File: config.mk
export PLATFORM = sky130hd
export DESIGN_NAME = rf_wr_arb
export DESIGN_NICKNAME = d
export VERILOG_FILES = /design/src/rtl/rf_wr_arb.sv
export SDC_FILE = /design/constraint.sdc
export NUM_CORES = 1
export LEC_CHECK = 0
export ABC_CLOCK_PERIOD_IN_PS = 3820
export BUFFER_PORTS_ARGS = -buffer_cell sky130_fd_sc_hd__buf_4
export CELL_PAD_IN_SITES_DETAIL_PLACEMENT = 1
export CELL_PAD_IN_SITES_GLOBAL_PLACEMENT = 1
export CORE_MARGIN = 1
export CORE_UTILIZATION = 44
export DETAILED_ROUTE_END_ITERATION = 8
export PLACE_DENSITY = 0.88
export SLEW_MARGIN = 30
export SYNTH_ARGS = -nofsm -noshare
export SYNTH_HDL_FRONTEND = slang
export SYNTH_SLANG_ARGS = --single-unit
File: constraint.sdc
create_clock -name clk -period 3.82 [get_ports clk]
set_input_delay 0.191 -clock clk [delete_from_list [all_inputs] [get_ports clk]]
set_output_delay 0.191 -clock clk [all_outputs]
set_load 0.1 [all_outputs]
File: src/rtl/rf_wr_arb.sv
// Register-file write-port arbiter: writeback (req0) has priority over the
// long-latency unit (req1), with a starvation counter bounding req1's wait.
module rf_wr_arb #(
  parameter int WIDTH      = 16,
  parameter int STARVE_MAX = 3
) (
  input  logic             clk,
  input  logic             rst,
  input  logic             req0_valid,
  input  logic [2:0]       req0_sel,
  input  logic [WIDTH-1:0] req0_data,
  output logic             req0_ready,
  input  logic             req1_valid,
  input  logic [2:0]       req1_sel,
  input  logic [WIDTH-1:0] req1_data,
  output logic             req1_ready,
  output logic             write,
  output logic [2:0]       writeregsel,
  output logic [WIDTH-1:0] writedata,
  output logic [3:0]       starve_cnt,
  output logic             err
);

  localparam logic [3:0] LP_SMAX = 4'(STARVE_MAX);

  logic             w_gnt0;
  logic             w_gnt1;
  logic             w_viol0;
  logic             w_viol1;

  logic             r_write;
  logic [2:0]       r_sel;
  logic [WIDTH-1:0] r_data;
  logic [3:0]       r_starve;
  logic             r_err;

  logic             r_stall0;
  logic [2:0]       r_sel0;
  logic [WIDTH-1:0] r_data0;
  logic             r_stall1;
  logic [2:0]       r_sel1;
  logic [WIDTH-1:0] r_data1;

  // req1 only overrides req0 once it has waited the full STARVE_MAX cycles
  assign w_gnt0 = !rst && req0_valid &&
                  (!req1_valid || (r_starve < LP_SMAX));
  assign w_gnt1 = !rst && req1_valid && !w_gnt0;

  assign w_viol0 = r_stall0 &&
                   (!req0_valid ||
                    (req0_sel != r_sel0) ||
                    (req0_data != r_data0));
  assign w_viol1 = r_stall1 &&
                   (!req1_valid ||
                    (req1_sel != r_sel1) ||
                    (req1_data != r_data1));

  always_ff @(posedge clk or posedge rst) begin
    if (rst) begin
      r_write  <= 1'b0;
      r_sel    <= '0;
      r_data   <= '0;
      r_starve <= '0;
      r_err    <= 1'b0;
      r_stall0 <= 1'b0;
      r_sel0   <= '0;
      r_data0  <= '0;
      r_stall1 <= 1'b0;
      r_sel1   <= '0;
      r_data1  <= '0;
    end else begin
      r_write <= w_gnt0 || w_gnt1;
      if (w_gnt0) begin
        r_sel  <= req0_sel;
        r_data <= req0_data;
      end else if (w_gnt1) begin
        r_sel  <= req1_sel;
        r_data <= req1_data;
      end

      if (w_gnt1 || !req1_valid) begin
        r_starve <= '0;
      end else if (r_starve < LP_SMAX) begin
        r_starve <= r_starve + 4'd1;
      end

      // snapshot each requester so a stalled request can be checked next cycle
      r_stall0 <= req0_valid && !w_gnt0;
      r_sel0   <= req0_sel;
      r_data0  <= req0_data;
      r_stall1 <= req1_valid && !w_gnt1;
      r_sel1   <= req1_sel;
      r_data1  <= req1_data;

      r_err <= r_err || w_viol0 || w_viol1;
    end
  end

  assign req0_ready  = w_gnt0;
  assign req1_ready  = w_gnt1;
  assign write       = r_write;
  assign writeregsel = r_sel;
  assign writedata   = r_data;
  assign starve_cnt  = r_starve;
  assign err         = r_err;

endmodule
==> Word-level counts from Yosys, hierarchy flattened <==
Cells that the tools add are included.
{ "classes": {"addsub": 1, "order_cmp": 1, "n_eq_ne": 4, "n_mux": 6, "n_reduce_logical": 24} }
{ "ops": {"columns": ["cell", "count"], "rows": [
  ["$mux 16", 2],
  ["$ne 16x16->1", 2],
  ["$logic_or 1x1->1", 9],
  ["$logic_and 1x1->1", 8],
  ["$mux 4", 2],
  ["$mux 3", 2],
  ["$ne 3x3->1", 2],
  ["$logic_not 1->1", 5],
  ["$add 4x1->4 const B", 1],
  ["$lt 4x2->1 const B", 1],
  ["$reduce_bool 2->1", 2]
]} }
{ "totals": {"reg_bits": 65, "in_bits": 42, "out_inout_bits": 27, "word_cells": 47} }

==> Depth between registers and ports, before layout <==
Gate-level depths: netlist of the first run.
{ "depth": {"ltp_word": 7, "mapped_depth": 7, "depth_no_buf": 6} }

==> Worst setup path before layout of the first run <==
No wires, ideal clock.
{ "synth_path": {"kind": "input-to-reg", "from": "input port rst", "to": "register r_data[10], in the netlist writedata[10]", "setup_ns": 0.068, "arrival_ns": 2.653, "required_ns": 3.752, "path_slack_ns": 1.099, "cell_stages": 5, "path_buffers": 1, "path_cell_list": "inv_1 o211a_1 buf_2 a222oi_1 inv_1"} }
{ "synth_between": {"elab_chain_len": 6, "elab_cells_between_ends": 8, "cone_classes": "1 x mux; 7 x reduce/logical"} }
{ "synth_rtl": {"columns": ["element", "line", "text"], "rows": [
  ["start: declaration", "8", "input logic rst,"],
  ["$logic_not 1->1 (no source line) *", null, null],
  ["$logic_and 1x1->1 * (2 in series)", "45", "assign w_gnt0 = !rst && req0_valid &&"],
  ["via req0_ready", "12", "output logic req0_ready,"],
  ["$logic_not 1->1", "47", "assign w_gnt1 = !rst && req1_valid && !w_gnt0;"],
  ["$logic_and 1x1->1", "47", null],
  ["$reduce_bool 2->1 (no source line)", null, null],
  ["end signal: assignment", "75", "r_data <= req0_data;"],
  ["end signal: assignment", "78", "r_data <= req1_data;"],
  ["end: declaration", "33", "logic [WIDTH-1:0] r_data;"]
]} }
Mark *: on every way through the listed nets, which the timed path passes. The rest lies on a longest branch.
A chain may end at the register's enable or synchronous reset.

==> Final worst setup path of the first run <==
{ "layout_path": {"from": "register r_starve[0], in the netlist starve_cnt[0]", "to": "output port req0_ready"} }
{ "layout_between": {"elab_chain_len": 3} }
{ "layout_rtl": {"columns": ["element", "line", "text"], "rows": [
  ["start: declaration", "34", "logic [3:0] r_starve;"],
  ["start signal: assignment", "84", "r_starve <= r_starve + 4'd1;"],
  ["$lt 4x2->1", "46", "(!req1_valid || (r_starve < LP_SMAX));"],
  ["$logic_or 1x1->1", "46", null],
  ["$logic_and 1x1->1", "45", null],
  ["end: declaration", "12", null]
]} }
Every way passes these cells.

==> flow_summary.toml, run 1 <==
[outcome]
status = "finished clean"

[clock_tree]
numCtsBuffers = 9
tritoncts = "built"
cts-root-buf = "clkbuf_8"
insertion_delay_ps = 340
cts_buffer_depth = 2
postCtsSetupBuffers = 0
h-tree-depth = 3
clock_sink_count = 65
clk_pin_slew_ps = 70

[power_and_ir_drop]
p_per_area_nw_per_um2 = 512
ir_drop_uv = 342
p_leak_nw = 1.76
p_total_mw = 1.87

[detailed_routing]
drt-initial-drc-count = 176
ant_nets = 0
via_per_inst = 5.42
wl_per_cell_um = 20.8
top_layer_used = "met4"
drt_wl_total_mm = 7.76
firstDrtPassIters = 7
routed-wl-met2_mm = 4.12
vias = 2023
met1_length_mm = 3.13
post-route-drc-count = 0
dr_wl_met3_um = 413

[floorplanning]
io_pins = 69
die_y_um = 77.2
die_area_um2 = 5970
rows = 27
start_util = 0.455
chipWidth_um = 77.2
core_um2 = 5470

[yosys]
synth_most_common_cell = "dfrtp_1"
synth_top_area_frac = 0.653
synthTopCellsByCount = "dfrtp_1, inv_1, xnor2_1, a222oi_1, xor2_1"
yosys_warnings = 0
synth_area_leaders = "dfrtp_1, a222oi_1, xnor2_1"
synth_nets = 225
synthCells = 182
synth_ff_type = "dfrtp_1"
seq_area_frac_synth = 0.653
yosys.area.top_type = "dfrtp_1"
async_flop_share = 1.00
yosysUniqueCellTypes = 28
syn_avg_cell_area_um2 = 13.7
synth-edff-count = 0
ys_ff_latch = 65
netlist_area_um2 = 2490

[global_routing]
grt_pass1_wl_mm = 12.5
overflow = 0
grt_pass1_vias = 2260
grt_max_degree = 68
groute.usage.overall = 0.287
antenna_found_initial = 0

[layout]
antennaDiodeCount = 0
fillers = 557
nets = 339
area_delta_synth_final_pct = 46.9
drive_above_1_share = 0.306
fin_cells = 373
final_util = 0.669

[worst_setup_path]
reg2reg_setup_slack_ps = 1710
crit_fanout = 21
reg2reg_from = "starve_cnt[0]"
arrival_ps = 2280
crit_type = "reg -> out"
start_kind = "register"
worstSetupStartpoint = "starve_cnt[0]"
critical_path.endpoint_type = "output pin"
ff2ff_path_depth = 7
worstReg2RegEnd = "starve_cnt[1]"
crit_required_ps = 3630

[sta]
clock.fmax_mhz = 404
worst_pin_slew_ps = 811
setup_tns_ps = 0
hold_viol = 0
slew_headroom = 0.459
rsz0062_at_grt = "no"
setup_viol = 0
period_share = 0.647
finalClockSkew_ps = 9.91
slew_violations = 0
setup_ws_ps = 1350
fin_crit_ps = 2470

[placed_design]
io_buffers = 68
place_inst = 319
routabilityCongestion = 0.764
hpwl_mm = 4.48
pre_cts_slack_ps = 1730

[worst_hold_path]
hold_path.class = "in -> async"

[job]
maxCapViolCount = 0
-- where the power goes --
group	leakage, nW	switching [mW]	total (mW)	internal (mW)
Sequential	0.776	0.0362	0.777	0.741
Clock	0.112	0.256	0.598	0.342
Combinational	0.870	0.355	0.499	0.144
-- per-layer routing --
layer  up-vias  track usage
li1        872            -
met1      1043        0.358
met2        94        0.496
met3        14       0.0524
met4         0        0.100
met5         -            0
-- layout make-up --
type | count | area [µm²] | area share
timing repair buffer | 109 | 913 | 0.250
clock buffer | 15 | 206 | 0.0564
inverter | 22 | 82.6 | 0.0226
tap | 72 | 90.1 | 0.0246
clock inverter | 1 | 5.00 | 0.00137
sequential | 65 | 1630 | 0.444
multi-input combinational | 89 | 736 | 0.201
-- worst max-delay path: stages, from the launching register on --
cell and delay [ps]:
dfrtp_1 420, ha_1 240, nor3_4 170, o211a_1 690
buf_4 420
-- cells in the final DEF, fill, tap and decap left out, drive strengths merged --
| master | instances |
|---|---|
| buf | 71 |
| dfrtp | 65 |
| dlygate4sd3 | 38 |
| inv | 22 |
| xnor2 | 21 |
| a222oi | 19 |
| xor2 | 17 |
| clkbuf | 15 |
| nand4 | 6 |
| nor4 | 5 |
| nand2 | 3 |
| o21ai | 3 |
| nor2 | 2 |
| nor3 | 2 |
| and3 | 2 |
| a211oi | 1 |
| or3 | 1 |
| nand3b | 1 |
| o211a | 1 |
| nor2b | 1 |
| nor3b | 1 |
| nand3 | 1 |
| o31ai | 1 |
| ha | 1 |
| clkinv | 1 |
-- kinds of logic (layout without fill, tap and decap cells) --
kind of cell / count (synthesis) / after routing / share of synthesized area
flops: 65 / 65 / 0.653
fa+ha+maj: 1 / 1 / 0.00502
xor+xnor: 38 / 38 / 0.134
buf+inv: 28 / 147 / 0.0517
compound gates: 25 / 25 / 0.0944
simple gates: 25 / 25 / 0.0623
-- sequential cells by signal, indices dropped and copies added, names as in the netlist, 3 cells and up --
register	cells
r_data1	16
starve_cnt	4
writedata	16
r_data0	16
r_sel1	3
writeregsel	3
r_sel0	3
-- through the flow --
step | hold WS (ps) | cell area (µm²)
5_1_grt | 159 | 3660
4_1_cts | 132 | 3660
6_report | 152 | 3660
3_3_place_gp | 324 | 3070
3_5_place_dp | 327 | 3070
2_1_floorplan | 222 | 2490
-- timing repair --
action | 4_1_cts | 5_1_grt
resized for setup | 0 | 0
endpoints found under the hold margin | 38 | 0
hold buffers | 38 | 0
-- worst max-delay path by stage --
stage | endpoint | slack, ps | cells after the start
after floorplan | writedata[10] | 1100 | 5
after global routing | req0_ready | 1250 | 4
final | req0_ready | 1350 | 4
after detailed placement | req0_ready | 1730 | 4
after global placement | req0_ready | 1800 | 4
after CTS | req0_ready | 1370 | 4
Power figures use the tool's default switching activity.
==> run 2, diff against run 1 <==
--- a/config.mk
+++ b/config.mk
@@ -5,14 +5,14 @@
 export SDC_FILE = /design/constraint.sdc
 export NUM_CORES = 1
 export LEC_CHECK = 0
-export ABC_CLOCK_PERIOD_IN_PS = 3820
+export ABC_CLOCK_PERIOD_IN_PS = 2000
 export BUFFER_PORTS_ARGS = -buffer_cell sky130_fd_sc_hd__buf_4
 export CELL_PAD_IN_SITES_DETAIL_PLACEMENT = 1
 export CELL_PAD_IN_SITES_GLOBAL_PLACEMENT = 1
 export CORE_MARGIN = 1
-export CORE_UTILIZATION = 44
+export CORE_UTILIZATION = 37
 export DETAILED_ROUTE_END_ITERATION = 8
-export PLACE_DENSITY = 0.88
+export PLACE_DENSITY = 0.8
 export SLEW_MARGIN = 30
 export SYNTH_ARGS = -nofsm -noshare
 export SYNTH_HDL_FRONTEND = slang
==> constraint.sdc (replaced) <==
create_clock -name clk -period 2 [get_ports clk]
set_input_delay 0.1 -clock clk [delete_from_list [all_inputs] [get_ports clk]]
set_output_delay 0.1 -clock clk [all_outputs]
set_load 0.1 [all_outputs]
==> run 2 against run 1 <==
The flow now finishes with violations (design-rule violations); core utilization fell by 9.4 points; sequential power rose by 89%; global-route usage fell by 8.7 points; sequential cell count did not move; clock-buffer cell count fell by 2; worst setup slack got worse by 1200 ps; cell count rose by 2.1%; die area rose by 18%; critical endpoint unchanged; largest power group unchanged; highest routed layer unchanged.
==> flow_summary.toml, run 2 (synthesis results as in run 1) <==
[global_routing]
grt_pass1_wl_mm = 10.5
antenna_found_initial = 0
grt_max_degree = 40
grt_pass1_vias = 2180
groute.usage.overall = 0.199
overflow = 0

[floorplanning]
start_util = 0.388
chipWidth_um = 84.1
io_pins = 69
die_y_um = 84.1
die_area_um2 = 7070
core_um2 = 6420
rows = 29

[layout]
drive_above_1_share = 0.322
layout_common_cells = "buf_4, dfrtp_1, dlygate4sd3_1, xnor2_1, inv_1"
nets = 343
area_delta_synth_final_pct = 48.1
antennaDiodeCount = 0
layout_commonest_cell = "buf_4"
final_util = 0.574
fillers = 666
stdcell_area_um2 = 3690

[clock_tree]
h-tree-depth = 3
numCtsBuffers = 9
cts_buffer_depth = 2
clk_pin_slew_ps = 70
insertion_delay_ps = 340
cts-root-buf = "clkbuf_8"
clock_sink_count = 65
tritoncts = "built"

[worst_setup_path]
worstSetupStartpoint = "starve_cnt[0]"
arrival_ps = 1790
critical_path.endpoint_type = "output pin"
crit_slowest_cell = "dfrtp_2"
start_kind = "register"
crit_chain = "ha_1 -> nor3_4 -> o211a_4 -> buf_4"
crit_required_ps = 1900
reg2reg_from = "starve_cnt[0]"
critical_path.max_stage_delay_ps = 420
crit_type = "reg -> out"
crit_buf_inv = 1
path_delay_family = "flip-flops"
crit_fanout = 13

[detailed_routing]
drt-initial-drc-count = 148
top_layer_used = "met4"
drt_wl_total_mm = 6.32
firstDrtPassIters = 8
routed-wl-met2_mm = 3.22
via_per_inst = 4.98
wl_per_cell_um = 16.6
ant_nets = 0
vias = 1899
post-route-drc-count = 8
met1_length_mm = 2.70
dr_wl_met3_um = 286

[sta]
finalClockSkew_ps = 5.39
slew_headroom = 0.682
hold_viol = 0
slew_violations = 0
period_share = 0.943
worst_pin_slew_ps = 477
rsz0062_at_grt = "no"
clock.fmax_mhz = 530
fin_crit_ps = 1890
setup_viol = 0
setup_ws_ps = 114

[job]
maxCapViolCount = 0

[power_and_ir_drop]
p_leak_nw = 1.74
p_per_area_nw_per_um2 = 928
p_total_mw = 3.42
ir_drop_uv = 459

[worst_hold_path]
min_from = "req0_valid"
hold_path.class = "in -> reg"

[outcome]
violations = "design-rule violations"
status = "finished with violations"

[placed_design]
pre_cts_slack_ps = 241
hpwl_mm = 4.38
place_area_um2 = 3110
io_buffers = 68
routabilityCongestion = 0.722
-- run 2: cell count changes in the layout (fill, tap and decap cells not counted), sizes merged --
cell / delta
dlygate4sd3: +1
clkbuf: -2
buf: +3
clkinvlp: +2
inv: -1
-- run 2: cell type report --
cell class	instances	area [µm²]	share of cell area
repair buffers	113	950	0.257
flip-flops and latches	65	1630	0.442
clock inverters	2	12.5	0.00339
multi-input cells	89	743	0.201
inverters	22	86.3	0.0234
well taps	77	96.3	0.0261
clock buffers	13	169	0.0458
-- run 2: per-stage QoR --
step | setup TNS [ps] | std cells | hold WS (ps)
detailed placement | 0 | 327 | 24.5
finish | 0 | 381 | 53.5
global placement | 0 | 327 | 18.2
floorplan | -502 | 182 | 131
CTS | 0 | 381 | 31.6
global route | 0 | 381 | 44.2
-- run 2: timing repair --
item | CTS | global route
hold buffers | 39 | 0
setup endpoints to repair | 0 | 1
buffers inserted | 0 | 0
resized for setup | 0 | 1
endpoints found under the hold margin | 79 | 0
-- run 2: routing by layer --
layer,vias to the layer above,track usage
li1,880,-
met1,946,0.231
met5,-,0
met3,13,0.0682
met2,60,0.340
met4,0,0.0768
-- run 2: worst paths after layout --
check	endpoint	slack [ps]	cells after the start
max	req0_ready	110	4
min	r_stall0	50	2
max reg2reg	starve_cnt[0]	230	6
min reg2reg	starve_cnt[1]	510	2
max in group asynchronous	r_data1[12]	1110	4
min in group asynchronous	starve_cnt[2]	230	3
-- run 2: where the power goes --
part | internal, mW | leakage (nW) | switching, mW
clock network | 0.543 | 0.0915 | 0.468
registers | 1.42 | 0.770 | 0.0572
logic | 0.283 | 0.881 | 0.654
==> run 3, diff against run 2 <==
--- a/config.mk
+++ b/config.mk
@@ -6,13 +6,14 @@
 export NUM_CORES = 1
 export LEC_CHECK = 0
 export ABC_CLOCK_PERIOD_IN_PS = 2000
-export BUFFER_PORTS_ARGS = -buffer_cell sky130_fd_sc_hd__buf_4
 export CELL_PAD_IN_SITES_DETAIL_PLACEMENT = 1
 export CELL_PAD_IN_SITES_GLOBAL_PLACEMENT = 1
 export CORE_MARGIN = 1
-export CORE_UTILIZATION = 37
+export CORE_UTILIZATION = 47
+export CTS_BUF_LIST = sky130_fd_sc_hd__clkbuf_8
 export DETAILED_ROUTE_END_ITERATION = 8
-export PLACE_DENSITY = 0.8
+export DONT_BUFFER_PORTS = 1
+export PLACE_DENSITY = 0.82
 export SLEW_MARGIN = 30
 export SYNTH_ARGS = -nofsm -noshare
 export SYNTH_HDL_FRONTEND = slang
==> run 3 against run 2 <==
The run ends with negative setup slack left; cell count down 8.7%; clock-buffer cell count fell by 3; wire length increased by 53%; total power increased by 3.8%; first-iteration DRC count up 77%; sequential cell count is the same; fmax decreased by 11%; critical path type unchanged.
==> flow_summary.toml, run 3 (synthesis results as in run 1) <==
[worst_setup_path]
crit_fanout = 4
crit_type = "reg -> out"
crit_chain = "ha_4 -> nor3_4 -> a211oi_4 -> buf_12 -> buf_12"
arrival_ps = 2030
path_common_cell = "buf_12"
crit_required_ps = 1900
crit_slowest_cell = "dfrtp_4"
critical_path.endpoint_type = "output pin"
crit_buf_inv = 2
path_delay_family = "flip-flops"
critical_path.max_stage_delay_ps = 640
start_kind = "register"

[global_routing]
grt_pass1_wl_mm = 13.2
use_met3 = 0.0790
grt_max_degree = 48
grt_pass1_vias = 2259
grt_use_met2 = 0.607
overflow = 0
grt-busiest-layer = "met2"
groute.usage.overall = 0.356
met1_usage = 0.425
antenna_found_initial = 0

[clock_tree]
numCtsBuffers = 9
insertion_delay_ps = 340
clock_sink_count = 65
tritoncts = "built"
cts-root-buf = "clkbuf_8"
clk_pin_slew_ps = 80
cts_buffer_depth = 2
h-tree-depth = 3

[power_and_ir_drop]
sw_frac_of_total = 0.357
power_frac_comb = 0.265
p_leak_nw = 1.67
pwr-share-seq = 0.423
p_clk_frac = 0.311
p_int_mw = 2.28
p_sw_mw = 1.27
ir_drop_uv = 713
p_total_mw = 3.55
p_per_area_nw_per_um2 = 976

[outcome]
violations = "negative setup slack"
status = "finished with violations"

[sta]
period_share = 1.06
fin_crit_ps = 2130
slew_headroom = 0.451
hold_slack_ps = 73.8
slew_violations = 0
rsz0062_at_grt = "yes"
setup_ws_ps = -128
finalClockSkew_ps = 9.16
setup_viol = 12
worst_pin_slew_ps = 819
hold_viol = 0
clock.fmax_mhz = 470

[detailed_routing]
post-route-drc-count = 0
wl_per_cell_um = 27.8
firstDrtPassIters = 6
vias = 2056
drt_wl_total_mm = 9.67
drt-initial-drc-count = 262
via_per_inst = 5.91
ant_nets = 0

[layout]
fillers = 480
layout_commonest_cell = "dfrtp_1"
area_delta_synth_final_pct = 46.1
stdcell_area_um2 = 3640
nets = 316
drive_above_1_share = 0.248
layout_common_cells = "dfrtp_1, dlygate4sd3_1, buf_4, inv_1, xnor2_1"
antennaDiodeCount = 0

[worst_hold_path]
hold_path.class = "in -> reg"

[floorplanning]
die_area_um2 = 5600
core_um2 = 5110
io_pins = 69
die_y_um = 74.8
start_util = 0.488
chipWidth_um = 74.8
rows = 26

[job]
maxCapViolCount = 0

[placed_design]
hpwl_mm = 4.13
io_buffers = 0
routabilityCongestion = 0.739
place_area_um2 = 2810
==> run 3: power groups by stage <==
stage          clock network (mW)  registers (mW)  logic, mW
2_1_floorplan                   0            1.92      0.200
3_3_place_gp                    0            1.50      0.751
3_5_place_dp                    0            1.51      0.770
4_1_cts                      1.08            1.49      0.895
5_1_grt                      1.17            1.51      0.971
6_report                     1.11            1.50      0.943
==> run 3: worst reg2reg max path, cell delays in order, from the launching register on <==
cell and delay (ps):
dfrtp_4 630, ha_4 230, nor3_4 190, a211oi_4 150
buf_6 170, buf_16 130, a222oi_1 390, inv_1 100
==> run 3: routing by layer <==
layer  wire length (µm)  vias to the layer above
met5                  0                        -
met4                243                        0
li1                   -                      835
met2               5140                      132
met1               3680                     1063
met3                615                       26
==> run 3: what timing repair did <==
| item | 4_1_cts | 5_1_grt |
|---|---|---|
| hold buffers | 41 | 0 |
| endpoints found under the hold margin | 125 | 0 |
| pin swaps | 16 | 14 |
| cloned | 4 | 2 |
| endpoints found under the setup margin | 10 | 21 |
| gates resized for setup | 14 | 5 |
| buffers inserted | 5 | 3 |
==> run 3: worst paths after layout <==
path / start / endpoint / slack (ps) / cells past startpoint
worst max-delay path: starve_cnt[0] / req1_ready / -130 / 5
min in group asynchronous: rst / starve_cnt[0] / 440 / 3
max in group asynchronous: rst / writeregsel[2] / 1000 / 3
worst min-delay path: req1_valid / r_stall1 / 70 / 2
worst min register to register: writeregsel[0] / writeregsel[0] / 550 / 2
worst max register to register: starve_cnt[0] / writedata[14] / -120 / 7
==> run 3: layout make-up <==
| type | instances | area, µm² | area share |
|---|---|---|---|
| tap | 70 | 87.6 | 0.0241 |
| timing repair buffer | 84 | 851 | 0.234 |
| inverter | 22 | 86.3 | 0.0237 |
| multi-input combinational | 91 | 791 | 0.217 |
| clock inverter | 6 | 51.3 | 0.0141 |
| sequential | 65 | 1630 | 0.449 |
| clock buffer | 10 | 138 | 0.0378 |
==> run 3: through the flow <==
| stage | instances | setup WS [ps] | TNS (ps) | util |
|---|---|---|---|---|
| after floorplan | 182 | -38.8 | -502 | - |
| after detailed placement | 278 | -20.0 | -35.3 | 0.550 |
| after global routing | 348 | -199 | -1780 | 0.712 |
| after global placement | 278 | 88.7 | 0 | 0.550 |
| final | 348 | -128 | -907 | 0.712 |
| after CTS | 344 | -82.1 | -451 | 0.702 |
